===== config.mk =====
export PLATFORM = sky130hd
export DESIGN_NAME = uart_frame_streamer
export DESIGN_NICKNAME = d
export VERILOG_FILES = /design/src/rtl/uart_frame_streamer.sv
export SDC_FILE = /design/constraint.sdc
export NUM_CORES = 1
export LEC_CHECK = 0
export CAP_MARGIN = 40
export CORE_ASPECT_RATIO = 1.1
export CORE_MARGIN = 1
export CORE_UTILIZATION = 55
export DETAILED_ROUTE_END_ITERATION = 10
export PLACE_DENSITY = 0.79
export SYNTH_ARGS = -nofsm -noshare
export SYNTH_HDL_FRONTEND = slang
export SYNTH_SLANG_ARGS = --single-unit

===== constraint.sdc =====
create_clock -name i_clk_50M -period 3.25 [get_ports i_clk_50M]
set_input_delay 0.8125 -clock i_clk_50M [delete_from_list [all_inputs] [get_ports i_clk_50M]]
set_output_delay 0.8125 -clock i_clk_50M [all_outputs]
set_load 0.05 [all_outputs]

===== src/rtl/uart_frame_streamer.sv =====
// uart_frame_streamer
//   Reads the sample memory one byte at a time once capture has finished and sends it to
//   uart_tx as a single framed packet:
//     HEADER, len[23:16], len[15:8], len[7:0], payload bytes, 8-bit payload checksum.
//   Each byte is paced by the uart_tx rdy handshake.
// Ports
//   i_clk_50M     system clock
//   i_rst         synchronous active-high reset
//   i_start       1-cycle pulse that starts a frame; accepted only in IDLE or DONE
//   i_len         payload byte count, sampled when i_start is accepted
//   o_mem_raddr   sample memory read address
//   i_mem_rdata   memory read data, valid one cycle after o_mem_raddr
//   o_uart_wreq   1-cycle write strobe to uart_tx
//   o_uart_wdata  byte for uart_tx, held from the strobe until the next strobe
//   i_uart_rdy    uart_tx ready/idle
//   o_busy        frame in progress
//   o_done        frame finished (DONE state)
//   o_cnt_sent    payload bytes handed to uart_tx in the current frame
module uart_frame_streamer #(
  parameter int unsigned       N_data = 8,
  parameter int unsigned       ADDR_W = 19,
  parameter logic [N_data-1:0] HEADER = 'hA5
) (
  input  logic              i_clk_50M,
  input  logic              i_rst,
  input  logic              i_start,
  input  logic [23:0]       i_len,
  output logic [ADDR_W-1:0] o_mem_raddr,
  input  logic [N_data-1:0] i_mem_rdata,
  output logic              o_uart_wreq,
  output logic [N_data-1:0] o_uart_wdata,
  input  logic              i_uart_rdy,
  output logic              o_busy,
  output logic              o_done,
  output logic [23:0]       o_cnt_sent
);

  typedef enum logic [3:0] {
    StIdle, StHdr, StLen0, StLen1, StLen2, StFetch, StWait, StSend, StCsum, StDone
  } state_e;

  state_e            r_state, w_state_next;
  logic [23:0]       r_len, r_idx, r_cnt;
  logic [N_data-1:0] r_csum, r_byte, r_wdata;
  logic              r_pend;

  logic              w_start_ok, w_can_send, w_wreq;
  logic [N_data-1:0] w_tx_byte;

  assign w_start_ok = i_start && (r_state == StIdle || r_state == StDone);
  // r_pend blocks the cycle right after a strobe; by then uart_tx has dropped rdy, so the
  // next strobe waits for rdy to come back, and with rdy stuck high spacing is still 2 cycles.
  assign w_can_send = i_uart_rdy && !r_pend;

  always_comb begin
    w_state_next = r_state;
    w_wreq       = 1'b0;
    w_tx_byte    = r_byte;
    unique case (r_state)
      StIdle: if (w_start_ok) w_state_next = StHdr;
      StHdr: begin
        w_tx_byte = HEADER;
        if (w_can_send) begin
          w_wreq       = 1'b1;
          w_state_next = StLen0;
        end
      end
      StLen0: begin
        w_tx_byte = N_data'(r_len[23:16]);
        if (w_can_send) begin
          w_wreq       = 1'b1;
          w_state_next = StLen1;
        end
      end
      StLen1: begin
        w_tx_byte = N_data'(r_len[15:8]);
        if (w_can_send) begin
          w_wreq       = 1'b1;
          w_state_next = StLen2;
        end
      end
      StLen2: begin
        w_tx_byte = N_data'(r_len[7:0]);
        if (w_can_send) begin
          w_wreq       = 1'b1;
          w_state_next = (r_len == 24'd0) ? StCsum : StFetch;
        end
      end
      StFetch: w_state_next = StWait;
      StWait:  w_state_next = StSend;
      StSend: begin
        w_tx_byte = r_byte;
        if (w_can_send) begin
          w_wreq       = 1'b1;
          w_state_next = (r_idx + 24'd1 == r_len) ? StCsum : StFetch;
        end
      end
      StCsum: begin
        w_tx_byte = r_csum;
        if (w_can_send) begin
          w_wreq       = 1'b1;
          w_state_next = StDone;
        end
      end
      StDone: if (w_start_ok) w_state_next = StHdr;
      default: w_state_next = StIdle;
    endcase
  end

  always_ff @(posedge i_clk_50M) begin
    if (i_rst) begin
      r_state <= StIdle;
      r_len   <= '0;
      r_idx   <= '0;
      r_cnt   <= '0;
      r_csum  <= '0;
      r_byte  <= '0;
      r_wdata <= '0;
      r_pend  <= 1'b0;
    end else begin
      r_state <= w_state_next;
      r_pend  <= w_wreq;
      if (w_wreq) r_wdata <= w_tx_byte;
      if (w_start_ok) begin
        r_len  <= i_len;
        r_idx  <= '0;
        r_cnt  <= '0;
        r_csum <= '0;
      end
      if (r_state == StWait) r_byte <= i_mem_rdata;
      if (r_state == StSend && w_wreq) begin
        r_csum <= r_csum + r_byte;
        r_cnt  <= r_cnt + 24'd1;
        r_idx  <= r_idx + 24'd1;
      end
    end
  end

  // The strobe cycle shows the new byte directly; afterwards the registered copy holds it.
  assign o_uart_wreq  = w_wreq;
  assign o_uart_wdata = w_wreq ? w_tx_byte : r_wdata;
  assign o_mem_raddr  = r_idx[ADDR_W-1:0];
  assign o_busy       = (r_state != StIdle) && (r_state != StDone);
  assign o_done       = (r_state == StDone);
  assign o_cnt_sent   = r_cnt;

endmodule


==> results.yml, run 1 <==
status:
  outcome: "completed"
critical_path:
  cp_max_fo: 7
  critPathArrivalTime_ns: 2.39
  cp-start-kind: "primary input"
  crit_type: "primary input to primary output"
  reg2reg_from: "r_idx[1]"
  cp.required_ns: 2.44
  startpoint: "i_uart_rdy"
  endpoint_kind: "primary output"
logic_synthesis:
  syn_inst: 788
  ys_warn_count: 0
  netlist-cell-type-count: 69
  synth_edf_count: 0
  syn_nets: 834
  ys_ff_latch: 101
  syn_avg_cell_area_um2: 7.61
  synth_async_sr_flop_share_pct: 0
  syn_area_um2: 6000
  synthFlopType: "dfxtp_1"
  ys_seq_area_share_pct: 33.7
sta:
  fin_setup_tns_ns: 0
  finalSetupViolations: 0
  hold_viol: 0
  fmax_mhz: 312
  finalWorstSetupSlack_ns: 0.0444
  worst_slew_pin_slew_ns: 0.889
  whs_ns: 0.496
  fin_crit_ns: 3.21
  min_period_over_period_pct: 98.6
  rsz0062_at_grt: "true"
  fin_skew_ns: 0.00491
  slew_headroom_pct: 40.5
  maxSlewViolCount: 0
detailed_routing:
  wire_per_inst_um: 16.8
  num_vias: 6052
  antenna_left: 0
  vias_per_cell: 6.05
  drt-pass1-iter-count: 5
  drc: 0
  postRouteWirelength_um: 16800
  drt_iter0_markers: 434
floorplan:
  dieArea_um2: 11300
  core-area_um2: 10500
  core.rowCount: 39
  num_io_pins: 90
  die_h_um: 112
  die_x_um: 102
  start_util_pct: 57.2
run:
  drv_cap: 0
clock_tree:
  cts_made_buffers: 9
  clkSinkCount: 101
  clock_latency_ns: 0.34
  cts_tree: "built"
  cts_setup_buffers: 0
  cts_max_level: 3
  cts.clk_slew.worst_paths_ns: 0.07
  cts-root-buf: "clkbuf_16"
  clk_path_buf_depth: 2
  postCtsHoldBufs: 0
pwr:
  vdd_drop_max_uv: 733
  p_total_mw: 4.51
  leakagePower_nw: 2.72
  p_int_mw: 2.75
  power.switching_mw: 1.76
  combPwrFrac_pct: 41.6
  switching_share_pct: 39.1
  power.share.sequential_pct: 34.2
  p_per_area_nw_per_um2: 610
  power_frac_clock_pct: 24.1
global_route:
  first_global_vias: 5682
  grt_max_degree: 62
  grt_pass1_wl_um: 27400
  grt_busiest_layer: "met2"
  overflow: 0
  use_met1_pct: 39.1
  grt_usage_pct: 30.5
  grtUsageMet2_pct: 50.0
  grt_antenna_before_repair: 0
  grt_use_met3_pct: 3.58
final_layout:
  num-fill-cells: 869
  final_core_util_pct: 70.6
  synthToLayoutAreaGrowth_pct: 23.5
  layout-drive-gt1-share_pct: 11.3
  diodes: 0
  nNetsFinal: 899
placement:
  io_buffers: 89
  place_congestion: 0.973
  pre_cts_slack_ns: -0.0983
  dp_hpwl_um: 12000
min_path:
  hold_class: "flop to flop"
  hp-start: "o_cnt_sent[23]"
[power groups by stage]
stage / clock network, mW / logic (mW) / registers, mW
6_report: 1.09 / 1.88 / 1.54
5_1_grt: 1.15 / 2.04 / 1.55
4_1_cts: 1.09 / 1.83 / 1.53
3_5_place_dp: 0 / 1.81 / 1.56
3_3_place_gp: 0 / 1.75 / 1.55
2_1_floorplan: 0 / 1.18 / 1.46
[cells by family after synthesis]
group	synth area share, %
XOR/XNOR	6.28
flip-flops	33.7
AND/OR/NAND/NOR	28.1
AO/OA/AOI/OAI	18.5
buffers and inverters	6.26
adder cells (fa/ha/maj)	2.21
multiplexers	4.90
[area by class of cell]
type,instances,area (um^2),area share [%]
clock buffer,12,246,3.33
clock inverter,3,46.3,0.625
inverter,10,37.5,0.507
multi-input combinational,607,3650,49.4
sequential,101,2020,27.3
tap,143,179,2.42
timing repair buffer,124,1220,16.4
[flip-flops by register name, summed over array words and instances, names as in the netlist]
| signal | count |
|---|---|
| r_byte | 8 |
| r_len | 24 |
| r_pend | 1 |
| r_wdata | 8 |
| r_idx | 24 |
| r_state | 4 |
| r_csum | 8 |
| o_cnt_sent | 24 |
[stage by stage]
stage | instance area (um^2) | cells
after floorplan | 6000 | 788
after global placement | 7060 | 984
after detailed placement | 7060 | 985
after CTS | 7370 | 1000
after global routing | 7400 | 1000
final | 7400 | 1000
[worst paths after layout]
| check | endpoint | slack (ns) | depth (start not counted) |
|---|---|---|---|
| setup / recovery | o_uart_wdata[4] | 0.04 | 6 |
| hold / removal | o_cnt_sent[23] | 0.50 | 2 |
| setup reg to reg | r_state[2] | 0.33 | 8 |
| hold reg to reg | o_cnt_sent[23] | 0.50 | 2 |
[layout by cell type, fill, tap and decap left out, types with 4 or more instances in the layout]
| cell | synthesis | final |
|---|---|---|
| nand4_1 | 10 | 10 |
| nor2b_1 | 13 | 12 |
| inv_1 | 9 | 9 |
| nor3_1 | 21 | 20 |
| a22o_1 | 4 | 4 |
| o31ai_1 | 4 | 4 |
| nor2_1 | 82 | 81 |
| dfxtp_1 | 101 | 100 |
| clkdlybuf4s50_1 | 0 | 79 |
| ha_1 | 9 | 9 |
| xor2_1 | 17 | 17 |
| and3_1 | 11 | 11 |
| nand2b_1 | 8 | 8 |
| mux2i_1 | 8 | 8 |
| or3_1 | 4 | 4 |
| a31oi_1 | 5 | 5 |
| mux2_2 | 19 | 19 |
| clkbuf_16 | 0 | 9 |
| o21bai_1 | 4 | 4 |
| o21ai_0 | 33 | 32 |
| a22oi_1 | 13 | 13 |
| a21oi_1 | 80 | 80 |
| buf_12 | 0 | 7 |
| nor4_1 | 13 | 13 |
| nand3_1 | 42 | 41 |
| nand2_1 | 107 | 107 |
| or4_1 | 4 | 4 |
| buf_4 | 19 | 38 |
| xnor2_1 | 26 | 25 |
| and4_1 | 9 | 9 |
| and2_1 | 4 | 4 |
[per-layer routing]
metal | wire length (um) | vias to the layer above
li1 | - | 2930
met1 | 6930 | 2851
met2 | 8160 | 220
met3 | 1060 | 51
met4 | 626 | 0
met5 | 0 | -
[cells in the mapped netlist (4+ instances only)]
| master | instances | share of area (%) |
|---|---|---|
| buf_1 | 6 | 0.38 |
| a22o_1 | 4 | 0.58 |
| buf_4 | 19 | 2.4 |
| a221oi_1 | 4 | 0.58 |
| nor2b_1 | 13 | 1.4 |
| and3_1 | 11 | 1.1 |
| xnor2_1 | 26 | 3.8 |
| nor3_1 | 21 | 1.8 |
| ha_1 | 9 | 1.9 |
| nor4_1 | 13 | 1.4 |
| nand2b_1 | 8 | 0.83 |
| o21bai_1 | 4 | 0.50 |
| dfxtp_1 | 101 | 34 |
| nor2_1 | 82 | 5.1 |
| inv_1 | 9 | 0.56 |
| a31oi_1 | 5 | 0.52 |
| mux2_2 | 19 | 3.6 |
| a22oi_1 | 13 | 1.6 |
| nand4_1 | 10 | 1.0 |
| o41ai_1 | 4 | 0.58 |
| o31ai_1 | 4 | 0.50 |
| nand3_1 | 42 | 3.5 |
| xor2_1 | 17 | 2.5 |
| or4_1 | 4 | 0.50 |
| a21oi_1 | 80 | 6.7 |
| nand2_1 | 107 | 6.7 |
| or3_1 | 4 | 0.42 |
| o21ai_0 | 33 | 2.8 |
| and4_1 | 9 | 1.3 |
| mux2i_1 | 8 | 1.3 |
| and2_1 | 4 | 0.42 |
| clkbuf_1 | 42 | 2.6 |
[worst max-delay path, cell delays in order]
cell             delay, ns
clkdlybuf4s50_1       0.48
nor2b_2               0.23
o21ai_4               0.13
inv_1                 0.17
mux2_2                0.37
buf_4                 0.19
[timing repair]
item	in CTS	in global routing
endpoints found under the hold margin	0	0
endpoints found under the setup margin	7	8
pin swaps	0	1
resized for setup	3	7
No activity file was read; power rests on OpenSTA's default activity.
==> inputs of run 2 (changes only) <==
--- a/config.mk
+++ b/config.mk
@@ -5,12 +5,13 @@
 export SDC_FILE = /design/constraint.sdc
 export NUM_CORES = 1
 export LEC_CHECK = 0
+export ABC_AREA = 1
 export CAP_MARGIN = 40
 export CORE_ASPECT_RATIO = 1.1
 export CORE_MARGIN = 1
-export CORE_UTILIZATION = 55
+export CORE_UTILIZATION = 59
 export DETAILED_ROUTE_END_ITERATION = 10
-export PLACE_DENSITY = 0.79
+export PLACE_DENSITY = 0.84
 export SYNTH_ARGS = -nofsm -noshare
 export SYNTH_HDL_FRONTEND = slang
 export SYNTH_SLANG_ARGS = --single-unit
==> constraint.sdc (replaced) <==
create_clock -name i_clk_50M -period 3.75 [get_ports i_clk_50M]
set_input_delay 0.9375 -clock i_clk_50M [delete_from_list [all_inputs] [get_ports i_clk_50M]]
set_output_delay 0.9375 -clock i_clk_50M [all_outputs]
set_load 0.05 [all_outputs]
==> run 2 against run 1 <==
Worst hold slack worse by 0.025 ns. Flip-flop and latch count did not move. Via count is 3.5% higher. Synthesized area down 1.4%. Die area fell by 8.0%. Utilization is 3.0 points higher. Largest cell class unchanged. Critical path type is now flop to primary output. Highest routed layer unchanged. Final area shrank 5.3%. Worst setup slack improved by 0.21 ns. Synthesized cell count up 16%. Global-route usage is 1.8 points higher. Clock skew is 0.0065 ns higher.
==> results.yml, run 2 <==
status:
  outcome: "completed"
logic_synthesis:
  synth_edf_count: 0
  synth_top_area_cell: "dfxtp_1"
  yosysTopAreaCellShare_pct: 34.2
  synth.area.top_cells: "dfxtp_1 (34%), nand2_1 (16%), a21oi_1 (8.4%)"
  synthFlopType: "dfxtp_1"
  netlist-cell-type-count: 41
  ys_seq_area_share_pct: 34.2
  synth_most_common_cell: "nand2_1"
  synth_async_sr_flop_share_pct: 0
  syn_inst: 912
  ys_ff_latch: 101
  ys_top_cells_by_count: "nand2_1 (253), dfxtp_1 (101), a21oi_1 (99), inv_1 (95), nor2_1 (87)"
  syn_area_um2: 5910
  syn_nets: 958
  syn_avg_cell_area_um2: 6.48
  ys_warn_count: 0
pwr:
  vdd_drop_max_uv: 445
  leakagePower_nw: 2.68
  p_total_mw: 3.16
  p_per_area_nw_per_um2: 451
detailed_routing:
  num_vias: 6262
  drc: 0
  wire_per_inst_um: 15.0
  drt-pass1-iter-count: 5
  antenna_left: 0
  vias_per_cell: 5.71
  drt_iter0_markers: 384
  postRouteWirelength_um: 16500
placement:
  place_congestion: 0.923
  io_buffers: 89
  placed_area_um2: 6830
  dp_hpwl_um: 12300
run:
  drv_cap: 0
global_route:
  grt_max_degree: 56
  grt_pass1_wl_um: 27200
  first_global_vias: 5934
  overflow: 0
  grt_usage_pct: 32.4
  grt_antenna_before_repair: 0
final_layout:
  layout-drive-gt1-share_pct: 6.33
  regArea_um2: 2020
  nNetsFinal: 1021
  layout_common_cells: "nand2_1 (253), dfxtp_1 (100), a21oi_1 (99)"
  synthToLayoutAreaGrowth_pct: 18.6
  layout_commonest_cell: "nand2_1"
  diodes: 0
  num-fill-cells: 812
  final_cell_area_um2: 7010
  multi_input_area_um2: 3250
sta:
  rsz0062_at_grt: "false"
  maxSlewViolCount: 0
  fin_crit_ns: 3.50
  hold_viol: 0
  fmax_mhz: 286
  slew_headroom_pct: 55.3
  min_period_over_period_pct: 93.2
  finalSetupViolations: 0
  fin_setup_tns_ns: 0
  worst_slew_pin_slew_ns: 0.671
  fin_skew_ns: 0.0114
floorplan:
  core-area_um2: 9540
  start_util_pct: 62.0
  die_x_um: 97.4
  num_io_pins: 90
  core.rowCount: 37
  die_h_um: 107
  dieArea_um2: 10400
clock_tree:
  cts.clk_slew.worst_paths_ns: 0.10
  clk_path_buf_depth: 2
  clkSinkCount: 101
  cts_tree: "built"
  cts-root-buf: "clkbuf_8"
  cts_made_buffers: 9
  postCtsHoldBufs: 0
  clock_latency_ns: 0.38
  cts_max_level: 3
min_path:
  hp-start: "o_cnt_sent[23]"
  min_to: "o_cnt_sent[23]"
  min_path_cells: 1
  hold_class: "flop to flop"
critical_path:
  cp-start-kind: "flop"
  cp.required_ns: 2.81
  reg2regPathDepth: 16
  endpoint_kind: "primary output"
  critPathArrivalTime_ns: 2.56
  cp_max_fo: 13
  rrSetupSlack_ns: 0.91
  reg2reg_from: "r_idx[0]"
  worstReg2RegEnd: "r_state[2]"
  crit_type: "flop to primary output"
[run 2: cell count changes after synthesis, moves of 21 or more]
| cell | change |
|---|---|
| clkbuf_1 | -22 |
| inv_1 | +86 |
| nand3_1 | +25 |
| o21ai_0 | +30 |
| nand2_1 | +146 |
| xnor2_1 | -21 |
[run 2: layer usage]
metal	global-route usage (%)	vias to the layer above	part of all wire (%)
li1	-	3098	-
met4	20.2	0	5.0
met5	0	-	0
met1	38.7	2816	41
met2	55.4	278	48
met3	3.85	70	6.1
[run 2: timing repair]
action,in CTS,in global routing
endpoints found under the setup margin,0,3
gates resized for setup,0,2
buffers inserted,0,0
[run 2: kinds of logic (layout without fill, tap and decap cells)]
| family | count (synthesis) | in the layout | synth area share (%) |
|---|---|---|---|
| compound gates | 192 | 192 | 17.7 |
| xor+xnor | 13 | 13 | 2.65 |
| fa+ha+maj | 10 | 10 | 2.24 |
| buf+inv | 147 | 215 | 10.8 |
| flops | 101 | 101 | 34.2 |
| simple gates | 449 | 449 | 32.4 |
[run 2: worst max path at each step]
stage | start | endpoint | slack, ns | cells past startpoint
after global placement | i_uart_rdy | o_uart_wdata[2] | 0.43 | 8
after floorplan | i_uart_rdy | o_uart_wdata[5] | 0.47 | 7
after global routing | r_state[3] | o_uart_wdata[0] | 0.01 | 14
after CTS | r_state[0] | o_uart_wdata[7] | 0.21 | 13
after detailed placement | i_uart_rdy | o_uart_wdata[7] | 0.34 | 8
final | r_state[3] | o_uart_wdata[0] | 0.25 | 14
[run 2: final cells by class]
cell class                      instances  share of cell area, %
Clock buffer                           11                   2.02
Clock inverter                          5                  0.517
Inverter                              101                   5.46
Multi-Input combinational cell        664                   46.4
Sequential cell                       101                   28.9
Tap cell                              117                   2.09
Timing Repair Buffer                   98                   14.7
[run 2: report_power, final]
part,leakage [nW],internal (mW),switching [mW]
clock network,0.0815,0.260,0.394
logic,1.77,0.421,0.793
registers,0.820,1.18,0.114
total,2.68,1.86,1.30
[run 2: critical path, stage by stage, from the launching register on]
cell and delay [ns]:
dfxtp_1 0.41, inv_1 0.08, nand2_1 0.10, inv_1 0.09, nand2_2 0.13, nand4_4 0.15
a21oi_2 0.15, clkinv_2 0.14, nor2_2 0.17, nor3_4 0.08, inv_4 0.13, a21oi_1 0.05
o21ai_0 0.14, nand2_1 0.17, buf_12 0.18
[run 2: through the flow]
step	worst slack [ns]	cells	utilization [%]	hold WS [ns]
after global routing	0.0121	1097	73.5	0.502
after CTS	0.210	1097	73.5	0.473
final	0.255	1097	73.5	0.471
after floorplan	0.471	912	-	0.446
after global placement	0.433	1081	71.6	0.450
after detailed placement	0.338	1081	71.6	0.458
==> inputs of run 3 (changes only) <==
--- a/config.mk
+++ b/config.mk
@@ -11,6 +11,7 @@
 export CORE_MARGIN = 1
 export CORE_UTILIZATION = 59
 export DETAILED_ROUTE_END_ITERATION = 10
+export GPL_ROUTABILITY_DRIVEN = 0
 export PLACE_DENSITY = 0.84
 export SYNTH_ARGS = -nofsm -noshare
 export SYNTH_HDL_FRONTEND = slang
==> run 3 against run 2 <==
Utilization up 0.14 points. Fmax down 0.45%. Non-clock buffer count down 1. Via count up 1.5%. Flip-flop and latch count unchanged. Wire length up 0.96%. First-iteration DRC count up 53%. Clock skew down 0.0058 ns. Final area up 0.20%. Sequential power about the same. Clock power up 8.1%.
==> results.yml, run 3 (synthesis gave the netlist of run 2 again) <==
status:
  outcome: "completed"
global_route:
  grt_usage_pct: 32.5
  grt_pass1_wl_um: 27500
  first_global_vias: 6040
  grt_max_degree: 46
  grt_antenna_before_repair: 0
  overflow: 0
final_layout:
  layout_commonest_cell: "nand2_1"
  diodes: 0
  num-fill-cells: 824
  synthToLayoutAreaGrowth_pct: 18.8
  regArea_um2: 2020
  layout_common_cells: "nand2_1 (253), dfxtp_1 (100), a21oi_1 (99)"
  nNetsFinal: 1020
  layout-drive-gt1-share_pct: 6.24
  multi_input_area_um2: 3250
critical_path:
  crit_buf_inv: 5
  cp.required_ns: 2.81
  crit_family: "simple AND/OR/NAND/NOR gates"
  path_cells: "inv_1, nand2_1, inv_1, nand2_2, nand4_4, a21oi_2, clkinv_2, nor2_2, nor3_4, inv_4, a21oi_1, o21ai_0, nand2_1, buf_12"
  critical_path.max_stage_delay_ns: 0.41
  crit_type: "flop to primary output"
  endpoint_kind: "primary output"
  cp_max_fo: 13
  cpMaxStageDelayCell: "dfxtp_1"
  critPathArrivalTime_ns: 2.57
  cp-start-kind: "flop"
sta:
  slew_headroom_pct: 60.2
  whs_ns: 0.469
  min_period_over_period_pct: 93.6
  rsz0062_at_grt: "false"
  hold_viol: 0
  worst_slew_pin_slew_ns: 0.598
  maxSlewViolCount: 0
  finalSetupViolations: 0
  fin_setup_tns_ns: 0
  fmax_mhz: 285
  fin_skew_ns: 0.00558
  fin_crit_ns: 3.51
clock_tree:
  cts.clk_slew.worst_paths_ns: 0.09
  clock_latency_ns: 0.37
  clkSinkCount: 101
  postCtsHoldBufs: 0
  clk_path_buf_depth: 2
  cts_tree: "built"
  cts_made_buffers: 9
  cts-root-buf: "clkbuf_8"
  cts_max_level: 3
detailed_routing:
  routed.top_layer: "met4"
  antenna_left: 0
  wire_per_inst_um: 15.2
  drt_iter0_markers: 589
  routed-wl-met2_um: 8260
  m1WireLength_um: 6480
  vias_per_cell: 5.80
  postRouteWirelength_um: 16700
  num_vias: 6354
  drc: 0
  dr_wl_met3_um: 1140
  drt-pass1-iter-count: 5
floorplan:
  start_util_pct: 62.0
  core-area_um2: 9540
  dieArea_um2: 10400
  die_h_um: 107
  core.rowCount: 37
  die_x_um: 97.4
  num_io_pins: 90
run:
  drv_cap: 0
pwr:
  p_int_mw: 1.94
  p_per_area_nw_per_um2: 459
  power.switching_mw: 1.29
  power.share.sequential_pct: 40.2
  combPwrFrac_pct: 37.9
  power_frac_clock_pct: 21.9
  leakagePower_nw: 2.69
  vdd_drop_max_uv: 476
  switching_share_pct: 39.9
placement:
  dp_hpwl_um: 12700
  io_buffers: 89
min_path:
  hold_class: "flop to flop"
==> run 3: final timing paths <==
path | from | to | slack, ns | cells past startpoint
setup / recovery | r_state[3] | o_uart_wdata[2] | 0.24 | 14
hold / removal | o_cnt_sent[23] | o_cnt_sent[23] | 0.47 | 1
hold reg to reg | o_cnt_sent[23] | o_cnt_sent[23] | 0.47 | 1
setup reg to reg | r_idx[0] | r_state[2] | 0.96 | 16
==> run 3: repair_timing <==
item	CTS	global route
setup buffers	0	0
resized for setup	0	2
endpoints found under the setup margin	0	4
==> run 3: power groups by stage <==
stage	clock, mW	combinational [mW]	sequential (mW)
floorplan	0	0.831	1.27
global placement	0	1.17	1.31
detailed placement	0	1.21	1.31
CTS	0.712	1.21	1.29
global route	0.753	1.34	1.30
finish	0.707	1.22	1.30
==> run 3: per-layer routing <==
layer	global-route usage [%]	vias up
li1	-	3092
met1	37.8	2904
met2	58.5	294
met5	0	-
met4	17.8	0
met3	3.52	64
==> run 3: metrics by stage <==
step	worst slack, ns	area [um^2]	cells	utilization (%)	total power, mW
after floorplan	0.471	5910	912	-	2.10
after global placement	0.439	6820	1080	71.5	2.48
after CTS	0.192	7020	1095	73.6	3.21
final	0.239	7030	1095	73.7	3.22
after detailed placement	0.303	6820	1080	71.5	2.52
after global routing	0.0150	7030	1095	73.7	3.39
==> run 3: area by class of cell <==
class	count	area share [%]
clock inverter	4	0.677
timing repair buffer	97	14.6
clock buffer	11	2.15
inverter	101	5.45
tap	117	2.08
multi-input combinational	664	46.3
sequential	101	28.8
